[config.mk]
export PLATFORM = sky130hd
export DESIGN_NAME = gpp16_wb_regfile
export DESIGN_NICKNAME = d
export VERILOG_FILES = /design/src/rtl/gpp16_wb_regfile.sv
export SDC_FILE = /design/constraint.sdc
export NUM_CORES = 1
export LEC_CHECK = 0
export CAP_MARGIN = 10
export CORE_MARGIN = 1.5
export CORE_UTILIZATION = 55
export CTS_CLUSTER_SIZE = 28
export DETAILED_ROUTE_END_ITERATION = 10
export HOLD_SLACK_MARGIN = 0.1
export PLACE_DENSITY = 0.82
export SYNTH_ARGS = -nofsm -noshare
export SYNTH_HDL_FRONTEND = slang
export SYNTH_SLANG_ARGS = --single-unit
[constraint.sdc]
create_clock -name clk -period 9.57 [get_ports clk]
set_input_delay 1.4355 -clock clk [delete_from_list [all_inputs] [get_ports clk]]
set_output_delay 1.4355 -clock clk [all_outputs]
set_load 0.02 [all_outputs]
[src/rtl/gpp16_wb_regfile.sv]
`default_nettype none
// ============================================================================
//  Module   : gpp16_wb_regfile
//  Brief    : GPP16 writeback stage. Holds the 8 x 16-bit register file, the
//             6-bit flags register, a retired-operation counter and a sticky
//             illegal-opcode flag. Provides same-cycle bypassed operands and
//             merged flags back to the ALU.
//  Revision : 1.0 - initial release
// ============================================================================
module gpp16_wb_regfile #(
  parameter int CONTROL_ALU = 5,
  parameter int NREGS       = 8
) (
  input  logic                     clk,
  input  logic                     rst,
  input  logic                     wb_valid,
  input  logic [CONTROL_ALU-1:0]   wb_func,
  input  logic [$clog2(NREGS)-1:0] wb_rd,
  input  logic [15:0]              wb_y,
  input  logic [5:0]               wb_flags,
  input  logic [$clog2(NREGS)-1:0] ra_addr,
  input  logic [$clog2(NREGS)-1:0] rb_addr,
  output logic [15:0]              ra_data,
  output logic [15:0]              rb_data,
  output logic [5:0]               flags_q,
  output logic [5:0]               flags_fwd,
  output logic [15:0]              retire_cnt,
  output logic                     illegal_op
);

  // --------------------------------------------------------------------------
  // Function-code class boundaries
  // --------------------------------------------------------------------------
  localparam logic [CONTROL_ALU-1:0] c_FUNC_ARITH_HI = CONTROL_ALU'(3);
  localparam logic [CONTROL_ALU-1:0] c_FUNC_SHIFT_LO = CONTROL_ALU'(13);
  localparam logic [CONTROL_ALU-1:0] c_FUNC_SHIFT_HI = CONTROL_ALU'(15);
  localparam logic [CONTROL_ALU-1:0] c_FUNC_CMP      = CONTROL_ALU'(17);

  // --------------------------------------------------------------------------
  // Architectural state
  // --------------------------------------------------------------------------
  logic [15:0] r_regs [NREGS];
  logic [5:0]  r_flags;
  logic [15:0] r_retire_cnt;
  logic        r_illegal;

  // --------------------------------------------------------------------------
  // Operation decode (only meaningful while wb_valid is high)
  // --------------------------------------------------------------------------
  logic w_is_arith;
  logic w_is_shift;
  logic w_is_cmp;
  logic w_is_legal;
  logic w_writes;
  logic w_we;
  logic w_retire;
  logic w_illegal;

  assign w_is_arith = (wb_func <= c_FUNC_ARITH_HI);
  assign w_is_shift = (wb_func >= c_FUNC_SHIFT_LO) && (wb_func <= c_FUNC_SHIFT_HI);
  assign w_is_cmp   = (wb_func == c_FUNC_CMP);
  assign w_is_legal = (wb_func <= c_FUNC_CMP);
  // Codes 0..15 produce a register result; NOP, CMP and illegal codes do not.
  assign w_writes   = (wb_func <= c_FUNC_SHIFT_HI);

  assign w_we       = wb_valid && w_writes;
  assign w_retire   = wb_valid && w_is_legal;
  assign w_illegal  = wb_valid && !w_is_legal;

  // --------------------------------------------------------------------------
  // Flag merge: each operation class owns a disjoint subset of flag bits
  // --------------------------------------------------------------------------
  logic [5:0] w_flags_next;

  // Merge incoming ALU flags into the held flags according to operation class
  always_comb begin
    w_flags_next = r_flags;
    if (wb_valid) begin
      if (w_is_arith) begin
        w_flags_next[4] = wb_flags[4];
      end
      if (w_is_shift) begin
        w_flags_next[3] = wb_flags[3];
      end
      if (w_is_cmp) begin
        w_flags_next[5] = wb_flags[5];
        w_flags_next[2] = wb_flags[2];
        w_flags_next[1] = wb_flags[1];
        w_flags_next[0] = wb_flags[0];
      end
    end
  end

  // --------------------------------------------------------------------------
  // Read ports with writeback bypass
  // --------------------------------------------------------------------------
  logic        w_ra_hit;
  logic        w_rb_hit;
  logic [15:0] w_ra_raw;
  logic [15:0] w_rb_raw;

  assign w_ra_hit = w_we && (wb_rd == ra_addr);
  assign w_rb_hit = w_we && (wb_rd == rb_addr);

  // Select bypassed result or stored register for each operand port
  always_comb begin
    w_ra_raw = w_ra_hit ? wb_y : r_regs[ra_addr];
    w_rb_raw = w_rb_hit ? wb_y : r_regs[rb_addr];
  end

  // While reset is asserted the stored state is already zero, but the bypass
  // path would still expose wb_y; force every forwarded value to zero.
  assign ra_data    = rst ? 16'h0000 : w_ra_raw;
  assign rb_data    = rst ? 16'h0000 : w_rb_raw;
  assign flags_fwd  = rst ? 6'b000000 : w_flags_next;

  assign flags_q    = r_flags;
  assign retire_cnt = r_retire_cnt;
  assign illegal_op = r_illegal;

  // --------------------------------------------------------------------------
  // Sequential state
  // --------------------------------------------------------------------------

  // Register file write from the ALU result
  always_ff @(posedge clk or posedge rst) begin
    if (rst) begin
      for (int i = 0; i < NREGS; i++) begin
        r_regs[i] <= 16'h0000;
      end
    end else if (w_we) begin
      r_regs[wb_rd] <= wb_y;
    end
  end

  // Flags register; w_flags_next equals r_flags whenever nothing merges
  always_ff @(posedge clk or posedge rst) begin
    if (rst) begin
      r_flags <= 6'b000000;
    end else begin
      r_flags <= w_flags_next;
    end
  end

  // Retired-operation counter, wraps naturally at 16 bits
  always_ff @(posedge clk or posedge rst) begin
    if (rst) begin
      r_retire_cnt <= 16'h0000;
    end else if (w_retire) begin
      r_retire_cnt <= r_retire_cnt + 16'h0001;
    end
  end

  // Sticky illegal-opcode indicator, cleared only by reset
  always_ff @(posedge clk or posedge rst) begin
    if (rst) begin
      r_illegal <= 1'b0;
    end else if (w_illegal) begin
      r_illegal <= 1'b1;
    end
  end

endmodule
`default_nettype wire

# After elaboration in Yosys (flattened, before gate mapping)

Index checks and enable logic that the tools add are counted.

Add/sub/neg operators: 1
$lt $le $gt $ge: 8
Equal/unequal tests: 3
Muxes and demuxes: 19
Bitwise gates (word level): 3
Reductions and logical operators: 8

Operator list:

| operator              | number |
|---|---|
| $mux 16               | 9 |
| $bwmux 128            | 1 |
| $bmux 16 s3           | 2 |
| $demux 16 s3          | 1 |
| $add 16x1->16 const B | 1 |
| $ge 4x4->1 const B    | 3 |
| $mux 6                | 2 |
| $not 3->4             | 3 |
| $logic_and 1x1->1     | 7 |
| $eq 3x3->1            | 2 |
| $eq 5x5->1 const B    | 1 |
| $ge 5x4->1 const B    | 1 |
| $le 5x2->1 const B    | 1 |
| $le 5x4->1 const B    | 1 |
| $le 5x5->1 const B    | 1 |
| $lt 4x1->1 const B    | 1 |
| $mux 1                | 3 |
| $mux 3                | 1 |
| $logic_not 1->1       | 1 |

Register bits after elaboration: 151
Input port bits: 39
Output and inout bits: 61

# Logic depth before layout (Yosys ltp)

Depth in word-level cells: 6
Gate-level depth with buffers: 7
Gate-level depth less buffers: 5

# Worst setup path after synthesis

No wires, ideal clock.

Path type: input to output
From: input port rst
To: output port rb_data[12]
Arrival: 7.081 ns
Path slack: 1.053 ns
Stages: 4
Buffers on the path: 1
Cell sequence: inv_1 -> clkbuf_1 -> o21ai_0 -> a21oi_1

Cells in the longest elaborated chain, start to end: 1

RTL lines:

| item        | line | source |
|---|---|---|
| from (decl) | 15   | `input logic rst,` |
| $mux 16     | 114  | `assign rb_data = rst ? 16'h0000 : w_rb_raw;` |
| to (decl)   | 24   | `output logic [15:0] rb_data,` |

Every way passes these cells.

# Final worst setup path

From: input port ra_addr[0]
To: output port ra_data[12]

Cells in the longest elaborated chain, start to end: 6
Elaborated cells between the ends (all ways): 8

RTL lines:

| item                                        | line | source |
|---|---|---|
| from (decl)                                 | 21   | `input logic [$clog2(NREGS)-1:0] ra_addr,` |
| $not 3->4 (not written as such)             | 107  | `w_ra_raw = w_ra_hit ? wb_y : r_regs[ra_addr];` |
| $bmux 16 s3                                 | 107  |  |
| $mux 16 (not written as such) (2 in series) | 107  |  |
| $mux 16 (*)                                 | 107  |  |
| $mux 16 (*)                                 | 113  | `assign ra_data = rst ? 16'h0000 : w_ra_raw;` |
| to (decl)                                   | 23   | `output logic [15:0] ra_data,` |

Every way passes the cells marked *; elsewhere a longest branch is shown, timed or not. The select of a mux whose other input is x is not followed.

==> results.toml <==
[setup_path]
cpPeakStageDelay_ns = 0.97
cp.required_ns = 8.13
path_buf_inv = 3
crit_path_start_kind = "primary input"
end_kind = "output pin"
crit_family = "buffers and inverters"
critical_path_arrival_ns = 4.73
cp_num_cells = 6
reg2reg_depth = 5
worstPathCellList = "clkdlybuf4s50_1 -> xnor2_1 -> nand4_1 -> buf_4 -> a21oi_1 -> clkdlybuf4s50_1"
cp_common_cell = "clkdlybuf4s50_1"
cp_max_fo = 19
crit_path_top_delay_cell = "clkdlybuf4s50_1"
path_class = "in -> out"

[clock_tree]
cts_resized = 0
cts_tree = "built"
cts_buffers = 17
cts.clk_slew.worst_paths_ns = 0.06
ctsHtreeMaxLevel = 4
insertion_delay_ns = 0.42
holdBufCountCts = 0
clock_path_buffers = 2
cts.sinks = 151
cts_setup_buffers = 0
cts_root_buffer = "clkbuf_16"

[power]
ir_drop_uv = 129
power.leakage_nw = 4.10
power_density_mw_per_mm2 = 216

[routing]
wl_mm = 20.5
route.detailed.drc = 0
vias = 5921
avgRoutedWirePerCell_um = 22.5
drtIter0Drc = 581
avgViaCountPerCell = 6.52
first_pass_iters = 6
detail-route-antenna-nets = 0

[cells_and_area]
drive_above_1_share = 0.289
fill_cells = 1038
num_antenna_cells = 0
ff_latch_area_mm2 = 0.00378
syn_to_final_growth_pct = 19.3
multi_input_area_mm2 = 0.00415
num-nets-final = 753

[sta]
fin_crit_sh = 0.644
skew_ns = 0.00312
final.setup.tns_ns = 0
finalSetupViolCount = 0
rsz0062_at_grt = "false"
fin_crit_ns = 6.16
slew_viol_final = 0
worst_pin_slew_ns = 1.17
fmax_mhz = 162
slew_headroom = 0.216
hold_slack_ns = 0.487
finalHoldViolations = 0

[job]
max-cap-violations = 0

[die]
rows = 44
fp.dieW_um = 125
core_area_mm2 = 0.0145
die_h_um = 125
die_area_mm2 = 0.0157
initial_core_util = 0.565
ios = 100

[yosys]
synth.avg_cell_area_um2 = 12.7
syn_nets = 688
synth_area_mm2 = 0.00821
synth-seq-cells = 151
seq_area_frac_synth = 0.460
syn_inst = 648
yosysWarnings = 0
synth.distinct_cells = 38
synthFlopType = "dfrtp_1"
synthArstFlopShare = 1.00
synth_enable_flop_cells = 0

[place]
globalplace.congestion = 0.819
hpwl_mm = 12.5
port_buffers = 99

[global_route]
track_usage = 0.269
antenna_found_initial = 0
grt_pass1_vias = 6243
grt_pass1_wl_mm = 32.9
grt_overflow = 0
grt_max_degree = 70

[status]
outcome = "complete, no violations"

[worst_hold_path]
worstHoldPathCells = 1
hp-class = "reg -> reg"
-- cell type report --
class / instances / area share
multi-input cells: 434 / 0.423
clock buffers: 22 / 0.0474
clock inverters: 8 / 0.0126
repair buffers: 108 / 0.107
flip-flops and latches: 151 / 0.386
inverters: 1 / 0.000894
well taps: 184 / 0.0235
-- cell usage in the layout, fill, tap and decap left out, types with 3 or more instances in the layout --
master and count:
clkdlybuf4s50_1 97, a21oi_1 62, dfrtp_1 151, mux4_2 34
xor2_1 3, xnor2_1 18, clkbuf_16 17, and2_1 7
nand2b_1 4, o22ai_1 30, bufinv_16 3, mux2_2 125
nand4_1 6, nand3_1 6, mux2i_1 62, o21ai_0 32
nand2_1 8, and3_1 7, buf_4 9, clkbuf_1 3
mux2_1 10
-- kinds of logic (layout without fill, tap and decap cells) --
kind of cell               after synthesis  in the layout  synth area share
and+or+nand+nor                         54             54            0.0437
muxes                                  231            231             0.354
xor gates and xnor gates                21             21            0.0224
adders and majority gates                1              1           0.00152
buffers and inverters                   63            139            0.0352
DFF                                    151            151             0.460
AOI/OAI and AO/OA                      127            127            0.0832
-- state kept, by name (all words and copies together) (netlist names) --
signal / count
retire_cnt: 16
illegal_op: 1
r_regs: 128
flags_q: 6
-- cell usage after synthesis, types with 3 or more instances --
| library cell | instances | area share |
|---|---|---|
| mux2i_1 | 62 | 0.076 |
| and2_1 | 7 | 0.0053 |
| xnor2_1 | 18 | 0.019 |
| mux2_2 | 125 | 0.17 |
| nand3_1 | 6 | 0.0037 |
| clkbuf_1 | 17 | 0.0078 |
| dfrtp_1 | 151 | 0.46 |
| xor2_1 | 3 | 0.0032 |
| o21ai_0 | 32 | 0.019 |
| nand2b_1 | 4 | 0.0030 |
| a21oi_1 | 62 | 0.038 |
| mux2_1 | 10 | 0.014 |
| nand2_1 | 8 | 0.0037 |
| buf_1 | 17 | 0.0078 |
| o22ai_1 | 30 | 0.023 |
| nand4_1 | 6 | 0.0046 |
| mux4_2 | 34 | 0.093 |
| and3_1 | 7 | 0.0053 |
| buf_2 | 24 | 0.015 |
-- power by group --
group / switching (mW) / internal, mW / leakage, nW
combinational: 0.242 / 0.307 / 1.95
clock: 0.250 / 0.420 / 0.282
sequential: 0.114 / 0.783 / 1.87
total: 0.606 / 1.51 / 4.10
-- per-stage QoR --
step	worst slack [ns]	power (mW)	area, µm²	instances	utilization
after global placement	3.68	1.41	9210	878	0.634
after floorplan	1.05	1.25	8210	648	-
final	3.41	2.12	9800	908	0.674
after detailed placement	3.59	1.45	9210	878	0.634
after CTS	3.53	2.12	9800	908	0.674
after global routing	3.31	2.21	9800	908	0.674
-- per-layer routing --
| layer | up-vias | GRT usage | wire [µm] |
|---|---|---|---|
| met4 | 0 | 0.106 | 446 |
| met3 | 51 | 0.0608 | 1630 |
| li1 | 2553 | - | - |
| met1 | 3023 | 0.353 | 8400 |
| met2 | 294 | 0.437 | 10000 |
| met5 | - | 0 | 0 |
-- final timing paths --
path | slack (ns) | startpoint | to
worst max-delay path | 3.41 | ra_addr[0] | ra_data[12]
worst min-delay path | 0.49 | illegal_op | illegal_op
worst max register to register | 8.06 | retire_cnt[0] | retire_cnt[14]
worst min register to register | 0.49 | illegal_op | illegal_op
max in group asynchronous | 6.94 | rst | r_regs[37]
min in group asynchronous | 1.45 | rst | r_regs[53]
-- worst register-to-register path: cells and delay by family (launching register included) --
| kind | cells | cell delay [ns] |
|---|---|---|
| XOR/XNOR | 1 | 0.15 |
| flip-flops | 1 | 0.43 |
| adder cells (fa/ha/maj) | 1 | 0.22 |
| AND/OR/NAND/NOR | 3 | 0.59 |
(Power assumes the default switching activity.)
